### src/rtl/bcd_alu_seq.sv
// bcd_alu_seq
//   Multi-cycle packed-BCD arithmetic unit for the calculator datapath.
//   Operands are converted to binary (Horner, MSD first), the operation is
//   executed in binary, then the result is converted back to BCD by a fixed
//   length double-dabble pass.
//
//   Optional feature macro: MUL_EN
//     defined   -> op 4'b0100 runs a shift-add sequential multiplier
//     undefined -> op 4'b0100 is treated as an unsupported op code
//
// Ports
//   clk            rising-edge clock
//   clear_n        asynchronous active-low reset; aborts any operation
//   start          request, sampled only in IDLE
//   bcd1, bcd2     packed BCD operands, most significant digit in top nibble
//   op_selected    4'b0001 add, 4'b0010 |A-B|, 4'b0100 multiply (MUL_EN)
//   bcd_out        packed BCD result (all 9s when saturated, 0 on error)
//   special_signal subtract result was negative (B > A)
//   overflow       result exceeded 10^DIGITS-1 and was saturated
//   err            invalid BCD digit or unsupported op code
//   busy           high from accepted start through the DONE cycle
//   done           one-cycle pulse when the result outputs update
module bcd_alu_seq #(
  parameter int unsigned DIGITS = 4,
  parameter int unsigned BIN_W  = 14
) (
  input  logic                clk,
  input  logic                clear_n,
  input  logic                start,
  input  logic [4*DIGITS-1:0] bcd1,
  input  logic [4*DIGITS-1:0] bcd2,
  input  logic [3:0]          op_selected,
  output logic [4*DIGITS-1:0] bcd_out,
  output logic                special_signal,
  output logic                overflow,
  output logic                err,
  output logic                busy,
  output logic                done
);

  localparam int unsigned BW    = 4 * DIGITS;
  localparam int unsigned RW    = 2 * BIN_W;
  localparam int unsigned CNT_W = $clog2(RW) + 1;

  localparam logic [RW-1:0]    MAX_R     = RW'(10 ** DIGITS - 1);
  localparam logic [CNT_W-1:0] CONV_LAST = CNT_W'(DIGITS - 1);
  localparam logic [CNT_W-1:0] B2B_LAST  = CNT_W'(RW - 1);

  localparam logic [3:0] OP_ADD = 4'b0001;
  localparam logic [3:0] OP_SUB = 4'b0010;
`ifdef MUL_EN
  localparam logic [3:0]       OP_MUL   = 4'b0100;
  localparam logic [CNT_W-1:0] MUL_LAST = CNT_W'(BIN_W - 1);
`endif

  typedef enum logic [2:0] {
    S_IDLE,
    S_CONV,
    S_EXEC,
    S_B2B,
    S_DONE
  } state_t;

  state_t           state;
  logic [CNT_W-1:0] cnt;
  logic [BW-1:0]    a_sh;
  logic [BW-1:0]    b_sh;
  logic [3:0]       op_r;
  logic [BIN_W-1:0] acc_a;
  logic [BIN_W-1:0] acc_b;
  logic             err_f;
  logic             neg_f;
  logic             ovf_f;
  logic [RW-1:0]    res;
  logic [BW-1:0]    bcd_sh;
`ifdef MUL_EN
  logic [RW-1:0]    mcand;
  logic [BIN_W-1:0] mplier;
`endif

  // Horner step: take the top nibble of each shifting operand register.
  logic [3:0]       raw_a;
  logic [3:0]       raw_b;
  logic             bad_a;
  logic             bad_b;
  logic [BIN_W-1:0] acc_a_nxt;
  logic [BIN_W-1:0] acc_b_nxt;

  always_comb begin
    raw_a     = a_sh[BW-1 -: 4];
    raw_b     = b_sh[BW-1 -: 4];
    bad_a     = (raw_a > 4'd9);
    bad_b     = (raw_b > 4'd9);
    // acc*10 = acc*8 + acc*2; an invalid digit contributes 0.
    acc_a_nxt = (acc_a << 3) + (acc_a << 1) + BIN_W'(bad_a ? 4'd0 : raw_a);
    acc_b_nxt = (acc_b << 3) + (acc_b << 1) + BIN_W'(bad_b ? 4'd0 : raw_b);
  end

  // Execute-stage datapath.
  logic [RW-1:0] a_ext;
  logic [RW-1:0] b_ext;
  logic          a_lt_b;
  logic [RW-1:0] exec_val;
  logic          exec_neg;
  logic          exec_bad;
  logic          exec_ovf;
  logic [RW-1:0] sat_val;
  logic          exec_wait;
`ifdef MUL_EN
  logic [RW-1:0] prod_nxt;
`endif

  always_comb begin
    a_ext  = RW'(acc_a);
    b_ext  = RW'(acc_b);
    a_lt_b = (acc_a < acc_b);
`ifdef MUL_EN
    prod_nxt  = res + (mplier[0] ? mcand : '0);
    exec_wait = (op_r == OP_MUL) && (cnt != MUL_LAST);
`else
    exec_wait = 1'b0;
`endif
    exec_val = '0;
    exec_neg = 1'b0;
    exec_bad = 1'b0;
    case (op_r)
      OP_ADD: exec_val = a_ext + b_ext;
      OP_SUB: begin
        exec_val = a_lt_b ? (b_ext - a_ext) : (a_ext - b_ext);
        exec_neg = a_lt_b;
      end
`ifdef MUL_EN
      // Final multiplier step folds in the last partial product.
      OP_MUL: exec_val = prod_nxt;
`endif
      default: exec_bad = 1'b1;
    endcase
    exec_ovf = (exec_val > MAX_R);
    sat_val  = exec_ovf ? MAX_R : exec_val;
  end

  // Double-dabble step: correct every nibble >= 5, then shift in next R bit.
  logic [BW-1:0] bcd_adj;
  logic [BW-1:0] bcd_nxt;

  always_comb begin
    bcd_adj = bcd_sh;
    for (int unsigned i = 0; i < DIGITS; i++) begin
      if (bcd_sh[4*i +: 4] >= 4'd5) begin
        bcd_adj[4*i +: 4] = bcd_sh[4*i +: 4] + 4'd3;
      end
    end
    bcd_nxt = (bcd_adj << 1) | BW'(res[RW-1]);
  end

  always_ff @(posedge clk or negedge clear_n) begin
    if (!clear_n) begin
      state          <= S_IDLE;
      cnt            <= '0;
      a_sh           <= '0;
      b_sh           <= '0;
      op_r           <= '0;
      acc_a          <= '0;
      acc_b          <= '0;
      err_f          <= 1'b0;
      neg_f          <= 1'b0;
      ovf_f          <= 1'b0;
      res            <= '0;
      bcd_sh         <= '0;
`ifdef MUL_EN
      mcand          <= '0;
      mplier         <= '0;
`endif
      bcd_out        <= '0;
      special_signal <= 1'b0;
      overflow       <= 1'b0;
      err            <= 1'b0;
      busy           <= 1'b0;
      done           <= 1'b0;
    end else begin
      done <= 1'b0;
      case (state)
        S_IDLE: begin
          if (start) begin
            a_sh  <= bcd1;
            b_sh  <= bcd2;
            op_r  <= op_selected;
            acc_a <= '0;
            acc_b <= '0;
            err_f <= 1'b0;
            neg_f <= 1'b0;
            ovf_f <= 1'b0;
            cnt   <= '0;
            busy  <= 1'b1;
            state <= S_CONV;
          end
        end

        S_CONV: begin
          acc_a <= acc_a_nxt;
          acc_b <= acc_b_nxt;
          a_sh  <= a_sh << 4;
          b_sh  <= b_sh << 4;
          err_f <= err_f | bad_a | bad_b;
          if (cnt == CONV_LAST) begin
            cnt   <= '0;
            res   <= '0;
`ifdef MUL_EN
            mcand  <= RW'(acc_a_nxt);
            mplier <= acc_b_nxt;
`endif
            state <= S_EXEC;
          end else begin
            cnt <= cnt + CNT_W'(1);
          end
        end

        S_EXEC: begin
          if (exec_wait) begin
            cnt <= cnt + CNT_W'(1);
`ifdef MUL_EN
            res    <= prod_nxt;
            mcand  <= mcand << 1;
            mplier <= mplier >> 1;
`endif
          end else begin
            // Any error forces a zero result so the B2B pass stays fixed-length.
            if (exec_bad || err_f) begin
              res   <= '0;
              neg_f <= 1'b0;
              ovf_f <= 1'b0;
              err_f <= 1'b1;
            end else begin
              res   <= sat_val;
              neg_f <= exec_neg;
              ovf_f <= exec_ovf;
            end
            cnt    <= '0;
            bcd_sh <= '0;
            state  <= S_B2B;
          end
        end

        S_B2B: begin
          bcd_sh <= bcd_nxt;
          res    <= res << 1;
          if (cnt == B2B_LAST) begin
            bcd_out        <= err_f ? '0 : bcd_nxt;
            special_signal <= neg_f & ~err_f;
            overflow       <= ovf_f & ~err_f;
            err            <= err_f;
            done           <= 1'b1;
            state          <= S_DONE;
          end else begin
            cnt <= cnt + CNT_W'(1);
          end
        end

        S_DONE: begin
          busy  <= 1'b0;
          state <= S_IDLE;
        end

        default: state <= S_IDLE;
      endcase
    end
  end

endmodule

### config.mk
export PLATFORM = sky130hd
export DESIGN_NAME = bcd_alu_seq
export DESIGN_NICKNAME = d
export VERILOG_FILES = /design/src/rtl/bcd_alu_seq.sv
export SDC_FILE = /design/constraint.sdc
export NUM_CORES = 1
export LEC_CHECK = 0
export CAP_MARGIN = 40
export CORE_MARGIN = 2
export CORE_UTILIZATION = 60
export DETAILED_ROUTE_END_ITERATION = 6
export HOLD_SLACK_MARGIN = 0.06
export PLACE_DENSITY = 0.81
export SETUP_SLACK_MARGIN = 0.5
export SLEW_MARGIN = 20
export SYNTH_ARGS = -nofsm -noshare
export SYNTH_HDL_FRONTEND = slang
export SYNTH_SLANG_ARGS = --single-unit
### constraint.sdc
create_clock -name clk -period 6.3 [get_ports clk]
set_input_delay 1.26 -clock clk [delete_from_list [all_inputs] [get_ports clk]]
set_output_delay 1.26 -clock clk [all_outputs]
set_load 0.05 [all_outputs]
==> flow_summary.json <==
{
  "slew_headroom": 0.486,
  "p_leak_nw": 5.03,
  "grt-ovfl-total": 0,
  "ios": 60,
  "synth_seq_cells": 141,
  "yosysUniqueCellTypes": 93,
  "timing.fmax_mhz": 257,
  "grt_most_used_layer": "met2",
  "routed_wl_um": 23900,
  "viasPerCell": 6.17,
  "synthCells": 1109,
  "gp_congestion": 1.02,
  "first_global_vias": 8245,
  "area_growth_pct": 13.7,
  "ir_drop_v": 0.000183,
  "critPathLaunchType": "flip-flop",
  "cts_max_path_buffers": 2,
  "rsz0062_at_grt": "no",
  "synth_ff_type": "dfrtp_1",
  "grt.met3_usage": 0.0492,
  "hpwl_um": 16800,
  "dieArea_mm2": 0.0175,
  "nFillCells": 1261,
  "synthTopCellsByCount": "141 x dfrtp_1, 141 x nand2_1, 96 x ha_1",
  "drive_above_1_share": 0.0813,
  "post_cts_resize_count": 0,
  "cts_tree": "yes",
  "gr-usage-all-layers": 0.280,
  "drv_slew": 0,
  "worst_slew_pin_slew_ns": 0.771,
  "cts_setup_buffers": 0,
  "finalCriticalPeriod_ns": 3.88,
  "synth_top_area_frac": 0.358,
  "finalHoldViolCount": 0,
  "cp-end-kind": "flip-flop",
  "min_path_type": "reg2reg",
  "drc_errors": 0,
  "clk_pin_slew_ns": 0.06,
  "total_power_mw": 1.96,
  "initial_utilization": 0.617,
  "grt_start_max_net_pins": 96,
  "cts.sinks": 141,
  "core-area_mm2": 0.0160,
  "status": "completed",
  "setup_tns_ns": 0,
  "ys_seq_area_frac": 0.358,
  "fin_skew_ns": 0.0144,
  "fin_ws_ns": 2.42,
  "synth-edff-count": 0,
  "num_rows": 46,
  "syn_nets": 1251,
  "fin_crit_sh": 0.617,
  "portBuffers": 59,
  "worstPathRequired_ns": 6.60,
  "antenna_found_initial": 0,
  "cp_max_fo": 9,
  "holdBufCountCts": 0,
  "worst_hold_slack_ns": 0.473,
  "post_drt_wl_per_cell_um": 17.4,
  "cp.arrival_ns": 4.19,
  "vias": 8460,
  "numCtsBuffers": 17,
  "antenna_left": 0,
  "async_flop_share": 1.00,
  "diodes": 0,
  "die_h_um": 132,
  "h-tree-depth": 4,
  "ys_warn_count": 0,
  "postSynthAreaPerCell_um2": 8.90,
  "powerDensity_mw_per_mm2": 174,
  "drtIter0Drc": 672,
  "insertion_delay_ns": 0.43,
  "use_met1": 0.375,
  "synth_area_leaders": "dfrtp_1 36%, ha_1 12%, nand2_1 5.4%, o21ai_0 4.0%, a21oi_1 3.7%",
  "first_pass_iters": 5,
  "crit_type": "reg2reg",
  "cap_violations": 0,
  "synth_area_mm2": 0.00987,
  "dpl_worst_slack_ns": 2.54,
  "clockRootBuffer": "clkbuf_16",
  "die_x_um": 132,
  "grt_pass1_wl_um": 40300,
  "yosys.area.top_type": "dfrtp_1",
  "setup_violations": 0,
  "grt_util_met2": 0.464,
  "nets": 1285
}
[where the power goes]
group	internal, mW	total [mW]	switching, mW	leakage (nW)
clock	0.608	1.01	0.399	0.277
combinational	0.0229	0.0447	0.0217	2.82
sequential	0.906	0.906	0	1.94
total	1.54	1.96	0.421	5.03
[stage by stage]
| stage | cells | util | cell area (um^2) |
|---|---|---|---|
| CTS | 1370 | 0.698 | 11200 |
| global placement | 1336 | 0.659 | 10600 |
| global route | 1372 | 0.701 | 11200 |
| detailed placement | 1338 | 0.661 | 10600 |
| finish | 1372 | 0.701 | 11200 |
| floorplan | 1109 | - | 9870 |
[sequential cells by signal, indices dropped and copies added (netlist names)]
| name | flops |
|---|---|
| err | 1 |
| b_sh | 16 |
| state | 3 |
| done | 1 |
| busy | 1 |
| ovf_f | 1 |
| acc_a | 14 |
| a_sh | 16 |
| bcd_out | 16 |
| err_f | 1 |
| special_signal | 1 |
| acc_b | 14 |
| overflow | 1 |
| res | 28 |
| bcd_sh | 16 |
| neg_f | 1 |
| op_r | 4 |
| cnt | 6 |
[critical path, cell delays in order (launching register included)]
cell	delay, ns
dfrtp_1	0.48
inv_1	0.13
ha_1	0.18
inv_1	0.06
fa_1	0.38
a21oi_1	0.28
o21ai_0	0.18
a21o_1	0.21
a2111oi_1	0.56
o21ai_0	0.19
o2bb2ai_1	0.17
a21oi_1	0.14
and4b_1	0.44
nor4_1	0.10
a221o_1	0.28
[routing by layer]
metal / wire length, um / up-vias
met1: 10400 / 4076
met3: 1520 / 44
li1: - / 4032
met5: 0 / -
met2: 11500 / 308
met4: 462 / 0
[placed cells by master, fill, tap and decap left out, drive strengths merged, types with 6 or more instances in the layout]
cell type | Yosys | final
and2 | 6 | 6
clkdlybuf4s50 | 0 | 58
nand3 | 31 | 31
nor2 | 84 | 84
a22oi | 9 | 9
nor3 | 15 | 15
nor4 | 7 | 7
fa | 7 | 7
o31ai | 25 | 25
nor3b | 7 | 7
inv | 72 | 74
nor2b | 15 | 15
nand2b | 13 | 13
buf | 18 | 13
and3 | 7 | 7
o21ai | 85 | 85
ha | 96 | 96
xnor2 | 17 | 17
o21a | 6 | 6
o22ai | 6 | 6
a211oi | 10 | 10
a31oi | 30 | 30
nand2 | 142 | 142
xor2 | 10 | 10
a21o | 14 | 14
a221o | 8 | 8
dfrtp | 141 | 141
mux2i | 11 | 11
a22o | 26 | 26
a21boi | 7 | 7
a21oi | 77 | 77
clkbuf | 38 | 21
o211ai | 6 | 6
[area by class of cell]
type / count / area [um^2] / area share
well taps: 216 / 270 / 0.0241
clock inverters: 11 / 134 / 0.0119
clock buffers: 21 / 460 / 0.0410
repair buffers: 71 / 729 / 0.0650
flip-flops and latches: 141 / 3530 / 0.314
inverters: 72 / 270 / 0.0241
multi-input cells: 840 / 5830 / 0.519
[logic make-up after synthesis]
family                   count (synthesis)  share of synthesized area
AO/OA/AOI/OAI                          344                      0.245
XOR/XNOR                                27                     0.0240
multiplexers                            13                     0.0134
AND/OR/NAND/NOR                        353                      0.171
buffers and inverters                  128                     0.0536
adder cells (fa/ha/maj)                103                      0.136
flip-flops                             141                      0.358
[worst paths after layout]
path,start,endpoint,slack [ns],depth (start not counted)
worst max register to register,acc_b[0]$_DFFE_PN0P_,res[5]$_DFFE_PN0P_,2.42,14
worst min register to register,bcd_out[8]$_DFFE_PN0P_,bcd_out[8]$_DFFE_PN0P_,0.47,2
worst max-delay path,acc_b[0]$_DFFE_PN0P_,res[5]$_DFFE_PN0P_,2.42,14
worst min-delay path,bcd_out[8]$_DFFE_PN0P_,bcd_out[8]$_DFFE_PN0P_,0.47,2
min in group asynchronous,clear_n,res[17]$_DFFE_PN0P_,0.62,1
max in group asynchronous,clear_n,acc_b[2]$_DFFE_PN0P_,4.32,3
No activity file was read; power rests on OpenSTA's default activity.
